==> config.mk <==
export PLATFORM = sky130hd
export DESIGN_NAME = inst_fetch
export DESIGN_NICKNAME = d
export VERILOG_FILES = /design/src/rtl/inst_fetch_pkg.sv /design/src/rtl/inst_fetch_buf.sv /design/src/rtl/inst_fetch.sv
export SDC_FILE = /design/constraint.sdc
export NUM_CORES = 1
export LEC_CHECK = 0
export BUFFER_PORTS_ARGS = -buffer_cell sky130_fd_sc_hd__buf_4
export CAP_MARGIN = 20
export CORE_MARGIN = 1.5
export CORE_UTILIZATION = 54
export CTS_CLUSTER_DIAMETER = 200
export DETAILED_ROUTE_END_ITERATION = 10
export GPL_TIMING_DRIVEN = 0
export PLACE_DENSITY_LB_ADDON = 0.08
export SETUP_SLACK_MARGIN = 0.4
export SLEW_MARGIN = 20
export SYNTH_ARGS = -nofsm -noshare
export SYNTH_HDL_FRONTEND = slang
export SYNTH_HIERARCHICAL = 1
export SYNTH_SLANG_ARGS = --single-unit
==> constraint.sdc <==
create_clock -name clk -period 13.87 [get_ports clk]
set_input_delay 4.161 -clock clk [delete_from_list [all_inputs] [get_ports clk]]
set_output_delay 4.161 -clock clk [all_outputs]
set_load 0.05 [all_outputs]
==> src/rtl/inst_fetch_pkg.sv <==
// Shared definitions for the instruction-fetch slice: bus widths, enable levels,
// FSM encodings and the buffered fetch entry.
package inst_fetch_pkg;

  localparam int INST_ADDR_W = 32;
  localparam int INST_W      = 32;

  localparam logic [INST_W-1:0] ZERO_WORD    = '0;
  localparam logic              CHIP_ENABLE  = 1'b1;
  localparam logic              CHIP_DISABLE = 1'b0;
  localparam logic              RST_ENABLE   = 1'b1;

  typedef enum logic {
    S_BOOT = 1'b0,
    S_RUN  = 1'b1
  } if_state_t;

  typedef struct packed {
    logic [INST_ADDR_W-1:0] pc;
    logic [INST_W-1:0]      inst;
  } fetch_entry_t;

endpackage

==> src/rtl/inst_fetch_buf.sv <==
// Circular FIFO of fetched {pc, inst} entries with a branch-specific
// keep_second operation that retains only the delay-slot entry.
module inst_fetch_buf
  import inst_fetch_pkg::*;
#(
  parameter int DEPTH = 2,
  localparam int PW = $clog2(DEPTH),
  localparam int CW = PW + 1
) (
  input  logic         clk,
  input  logic         rst,
  input  logic         push,
  input  fetch_entry_t push_entry,
  input  logic         pop,
  input  logic         clear,
  input  logic         keep_second,
  output logic [CW-1:0] count,
  output fetch_entry_t head,
  output fetch_entry_t second
);

  fetch_entry_t  mem [DEPTH];
  logic [PW-1:0] head_ptr;
  logic [PW-1:0] tail_ptr;

  assign tail_ptr = head_ptr + count[PW-1:0];
  assign head     = mem[head_ptr];
  assign second   = mem[head_ptr + PW'(1)];

  always_ff @(posedge clk) begin
    if (rst == RST_ENABLE) begin
      head_ptr <= '0;
      count    <= '0;
    end else if (clear) begin
      count <= '0;
    end else if (keep_second) begin
      head_ptr <= head_ptr + PW'(1);
      count    <= CW'(1);
    end else begin
      if (pop) head_ptr <= head_ptr + PW'(1);
      count <= count + CW'(push) - CW'(pop);
    end
  end

  // Storage needs no reset; occupancy alone defines which entries are live.
  always_ff @(posedge clk) begin
    if (push && !clear && !keep_second) mem[tail_ptr] <= push_entry;
  end

endmodule

==> src/rtl/inst_fetch.sv <==
// Instruction-fetch initiator: drives the ROM, buffers fetched words for decode
// and applies branch (with delay slot) and exception redirects.
//   state  | meaning
//   S_BOOT | first cycle after reset, ROM disabled
//   S_RUN  | fetching whenever the buffer has room
module inst_fetch
  import inst_fetch_pkg::*;
#(
  parameter logic [INST_ADDR_W-1:0] RESET_PC = 32'h0000_0000,
  parameter int                     DEPTH    = 2
) (
  input  logic                   clk,
  input  logic                   rst,
  output logic [INST_ADDR_W-1:0] rom_addr_o,
  output logic                   rom_ce_o,
  input  logic [INST_W-1:0]      rom_data_i,
  input  logic                   id_ready_i,
  output logic                   if_valid_o,
  output logic [INST_ADDR_W-1:0] if_pc_o,
  output logic [INST_W-1:0]      if_inst_o,
  input  logic                   branch_flag_i,
  input  logic [INST_ADDR_W-1:0] branch_target_address_i,
  input  logic                   flush_i,
  input  logic [INST_ADDR_W-1:0] new_pc_i
);

  localparam int CW = $clog2(DEPTH) + 1;
  localparam logic [CW-1:0] DEPTH_C = CW'(DEPTH);

  if_state_t              state_q, state_n;
  logic [INST_ADDR_W-1:0] pc_q, pc_n;
  logic [CW-1:0]          count;
  fetch_entry_t           head_entry, second_entry;
  logic                   fetch, pop, valid;
  logic                   buf_push, buf_clear, buf_keep;

  assign valid      = (count != '0);
  assign fetch      = (state_q == S_RUN) && (count < DEPTH_C);
  assign pop        = valid && id_ready_i;
  assign rom_ce_o   = fetch ? CHIP_ENABLE : CHIP_DISABLE;
  assign rom_addr_o = pc_q;
  assign if_valid_o = valid;
  assign if_pc_o    = valid ? head_entry.pc   : ZERO_WORD;
  assign if_inst_o  = valid ? head_entry.inst : ZERO_WORD;

  always_ff @(posedge clk) begin
    if (rst == RST_ENABLE) begin
      state_q <= S_BOOT;
      pc_q    <= RESET_PC;
    end else begin
      state_q <= state_n;
      pc_q    <= pc_n;
    end
  end

  always_comb begin
    state_n   = state_q;
    pc_n      = pc_q;
    buf_push  = 1'b0;
    buf_clear = 1'b0;
    buf_keep  = 1'b0;
    if (state_q == S_BOOT) state_n = S_RUN;
    if (flush_i) begin
      buf_clear = 1'b1;
      pc_n      = new_pc_i;
    end else if (branch_flag_i && pop) begin
      // Delay slot is either already buffered behind the head or being fetched now.
      pc_n = branch_target_address_i;
      if (count >= CW'(2)) buf_keep = 1'b1;
      else                 buf_push = fetch;
    end else if (fetch) begin
      buf_push = 1'b1;
      pc_n     = pc_q + 32'd4;
    end
  end

  inst_fetch_buf #(.DEPTH(DEPTH)) u_buf (
    .clk         (clk),
    .rst         (rst),
    .push        (buf_push),
    .push_entry  ('{pc: pc_q, inst: rom_data_i}),
    .pop         (pop),
    .clear       (buf_clear),
    .keep_second (buf_keep),
    .count       (count),
    .head        (head_entry),
    .second      (second_entry)
  );

  a_branch_in_pop : assert property (@(posedge clk) disable iff (rst)
    branch_flag_i |-> pop);

  a_keep_delay_slot : assert property (@(posedge clk) disable iff (rst)
    (buf_keep && !flush_i) |=> (head_entry == $past(second_entry)));

endmodule

==> out/metrics.csv <==
stage,metric,value,unit
global_route,first-pass GRT wire length,31000,um
clocking,number of cells upsized or downsized after cts,0,
global_route,global-route usage over all layers,27.9,%
clocking,cts bufs inserted,17,
layout,post-route cell area,10100,um^2
setup_path,critical path arrival,7800,ps
detailed_routing,"antenna viol nets, final",0,
clocking,cell chosen for the clock root,sky130_fd_sc_hd__clkbuf_16,
floorplanning,IO Pins,199,
worst_hold_path,HP Class,reg -> reg,
floorplanning,Die Y-Extent,122,um
global_route,via count of the first global-routing pass,5806,
sta,worst slew margin relative to its limit,48.2,%
layout,Layout area overhead,31.9,%
layout,number of nets in the layout,952,
global_route,global-route track usage on met1,35.6,%
pwr,cell area power density,119,nW/um^2
setup_path,"critical path, cell by cell",buf_4 > clkbuf_1 > inv_1 > clkbuf_1 > clkbuf_1 > and3_1 > nor4_2 > buf_4 > buf_2 > buf_4 > buf_2 > buf_2 > buf_2,
floorplanning,row count,43,
sta,Final Max Slew Viols,0,
global_route,pin count of the biggest net entering global routing,17,
detailed_routing,via count of the routed design,5907,
synthesis,Synth Net Count,718,
placement,cell area after placement,9490,um^2
synthesis,Syn. warnings,6,
detailed_routing,WL/cell,19.7,um
layout,FILL cells,998,
detailed_routing,Detailed Routing Iterations Pass 1,5,
clocking,"Clk Latency, worst-skew pair",420,ps
sta,min cycle time layout,7680,ps
floorplanning,initial cell density of the core,55.2,%
setup_path,delay of the slowest cell on the worst path,670,ps
placement,last weighted congestion value of the routability-driven placer,0.942,
setup_path,most frequent CP cell,sky130_fd_sc_hd__buf_2,
floorplanning,area enclosed by the die boundary,14900,um^2
synthesis,"Avg Cell Area, Syn",12.4,um^2
floorplanning,core area,13800,um^2
synthesis,post-synthesis cell count,614,
sta,RSZ-0062 raised after global routing,no,
placement,half-perimeter wire length after placement,14900,um
global_route,number of antenna violations at the first check in global routing,0,
sta,Final Hold Viols,0,
placement,number of buffer cells added on primary ports,198,
pwr,leakage power figure,3.90,nW
pwr,Tot Pwr,1.20,mW
clocking,post-CTS repair timing setup buffer count,0,
setup_path,type of element capturing the critical path,flop,
global_route,most used routing layer in global routing,met2,
floorplanning,die width,122,um
global_route,global-route track usage on met2,46.1,%
clocking,number of hold buffers added after cts,0,
layout,core utilization of the finished layout,72.8,%
flow_run,number of max-cap violations,0,
sta,Total Negative Setup Slacks,0,ps
layout,number of diodes,0,
detailed_routing,number of DRC markers in iteration 0,654,
clocking,number of clock sinks,165,
detailed_routing,Final Routed Wirelength,20500,um
detailed_routing,Post-route DRC,0,
setup_path,maximum net fanout on the critical path,10,
clocking,TritonCTS clock tree,yes,
setup_path,Required @ worst endpoint,13990,ps
global_route,met3 usage,6.13,%
global_route,GRT Residual Overflow,0,
clocking,clock transition at the registers of the reported paths,60,ps
detailed_routing,via count normalized by instance count,5.67,
setup_path,crit path kind,in -> reg,
layout,total area of multi-input combinational cells,2800,um^2
sta,maximum operating frequency,130,MHz
setup_path,startpoint type of the worst setup path,primary input,
layout,share of layout cells above drive strength 1,38.6,%
layout,Sequential cell area,4580,um^2
placement,post-placement cell count,1009,
layout,post-route non-filler standard cell count,1041,
clocking,Bufs on Longest Clock Path,2,
sta,transition time at the pin with the least slew margin,771,ps
clocking,H-tree levels,4,
sta,Setup Skew,8.52,ps
pwr,maximum VDD drop,0.0000803,V
sta,setup violators final,0,
synthesis,summed instance area of the synthesized netlist,7630,um^2
setup_path,cell at the slowest stage of the critical path,sky130_fd_sc_hd__nor4_2,
sta,Final period util,55.4,%
outcome,run status,"complete, no violations",
power by group:
group	switching [mW]	internal [mW]	total, mW
clock network	0.191	0.270	0.461
registers	0.0163	0.550	0.567
logic	0.108	0.0675	0.175
placed cells by master, fill, tap and decap left out, types with 3 or more instances in the layout:
cell type	instances
sky130_fd_sc_hd__nand3_1	17
sky130_fd_sc_hd__o21ai_0	13
sky130_fd_sc_hd__xnor2_1	15
sky130_fd_sc_hd__o211ai_1	9
sky130_fd_sc_hd__clkbuf_16	17
sky130_fd_sc_hd__clkinv_2	4
sky130_fd_sc_hd__o221ai_1	4
sky130_fd_sc_hd__mux2_2	66
sky130_fd_sc_hd__nand2_1	41
sky130_fd_sc_hd__edfxtp_1	128
sky130_fd_sc_hd__ha_1	3
sky130_fd_sc_hd__o21a_1	3
sky130_fd_sc_hd__a22oi_1	6
sky130_fd_sc_hd__o22ai_1	8
sky130_fd_sc_hd__dfxtp_1	37
sky130_fd_sc_hd__o2bb2ai_1	3
sky130_fd_sc_hd__inv_6	3
sky130_fd_sc_hd__and2_1	65
sky130_fd_sc_hd__nor4_1	8
sky130_fd_sc_hd__nor2_1	29
sky130_fd_sc_hd__buf_2	12
sky130_fd_sc_hd__nand4_1	7
sky130_fd_sc_hd__nor3_1	15
sky130_fd_sc_hd__buf_4	203
sky130_fd_sc_hd__a211oi_1	11
sky130_fd_sc_hd__buf_6	14
sky130_fd_sc_hd__clkbuf_1	28
sky130_fd_sc_hd__and4_1	5
sky130_fd_sc_hd__or3_1	4
sky130_fd_sc_hd__xor2_1	5
sky130_fd_sc_hd__and3_1	5
sky130_fd_sc_hd__a21oi_1	25
sky130_fd_sc_hd__buf_1	3
sky130_fd_sc_hd__inv_1	7
through the flow:
step           setup slack [ps]  hold WS (ps)
6_report                   6190           504
5_1_grt                    5960           506
4_1_cts                    6180           500
3_5_place_dp               5750           485
3_3_place_gp              -2130           465
2_1_floorplan              2080           669
flip-flops by register name (all words and copies together) (netlist names), named ones only:
| name | flops |
|---|---|
| u_buf/mem | 128 |
| u_buf/head_ptr | 1 |
| rom_addr_o | 32 |
| u_buf/count | 2 |
| state_q | 1 |
area by class of cell:
cell class,count,share of cell area [%]
inverters,7,0.261
well taps,180,2.24
clock buffers,20,4.44
multi-input cells,398,27.8
clock inverters,12,1.26
repair buffers,215,16.1
plain buffers,44,2.35
flip-flops and latches,165,45.5
critical path: cells and delay by family:
kind          cells  cell delay, ps
buf+inv          11            2580
simple gates      2            1040
per-layer routing:
layer / share of wire (%) / wire length, um
met5: 0 / 0
met3: 7.8 / 1590
met1: 40 / 8240
met4: 3.4 / 699
met2: 49 / 9950
worst paths after layout:
path / startpoint / to / slack [ps] / depth (start not counted)
min: rom_addr_o[1] / u_buf/mem[1][33] / 500 / 0
max: flush_i / u_buf/mem[1][3] / 6190 / 13
max reg2reg: u_buf/count[0] / u_buf/mem[1][3] / 9740 / 12
min reg2reg: rom_addr_o[1] / u_buf/mem[1][33] / 500 / 0
(Power assumes the default switching activity.)
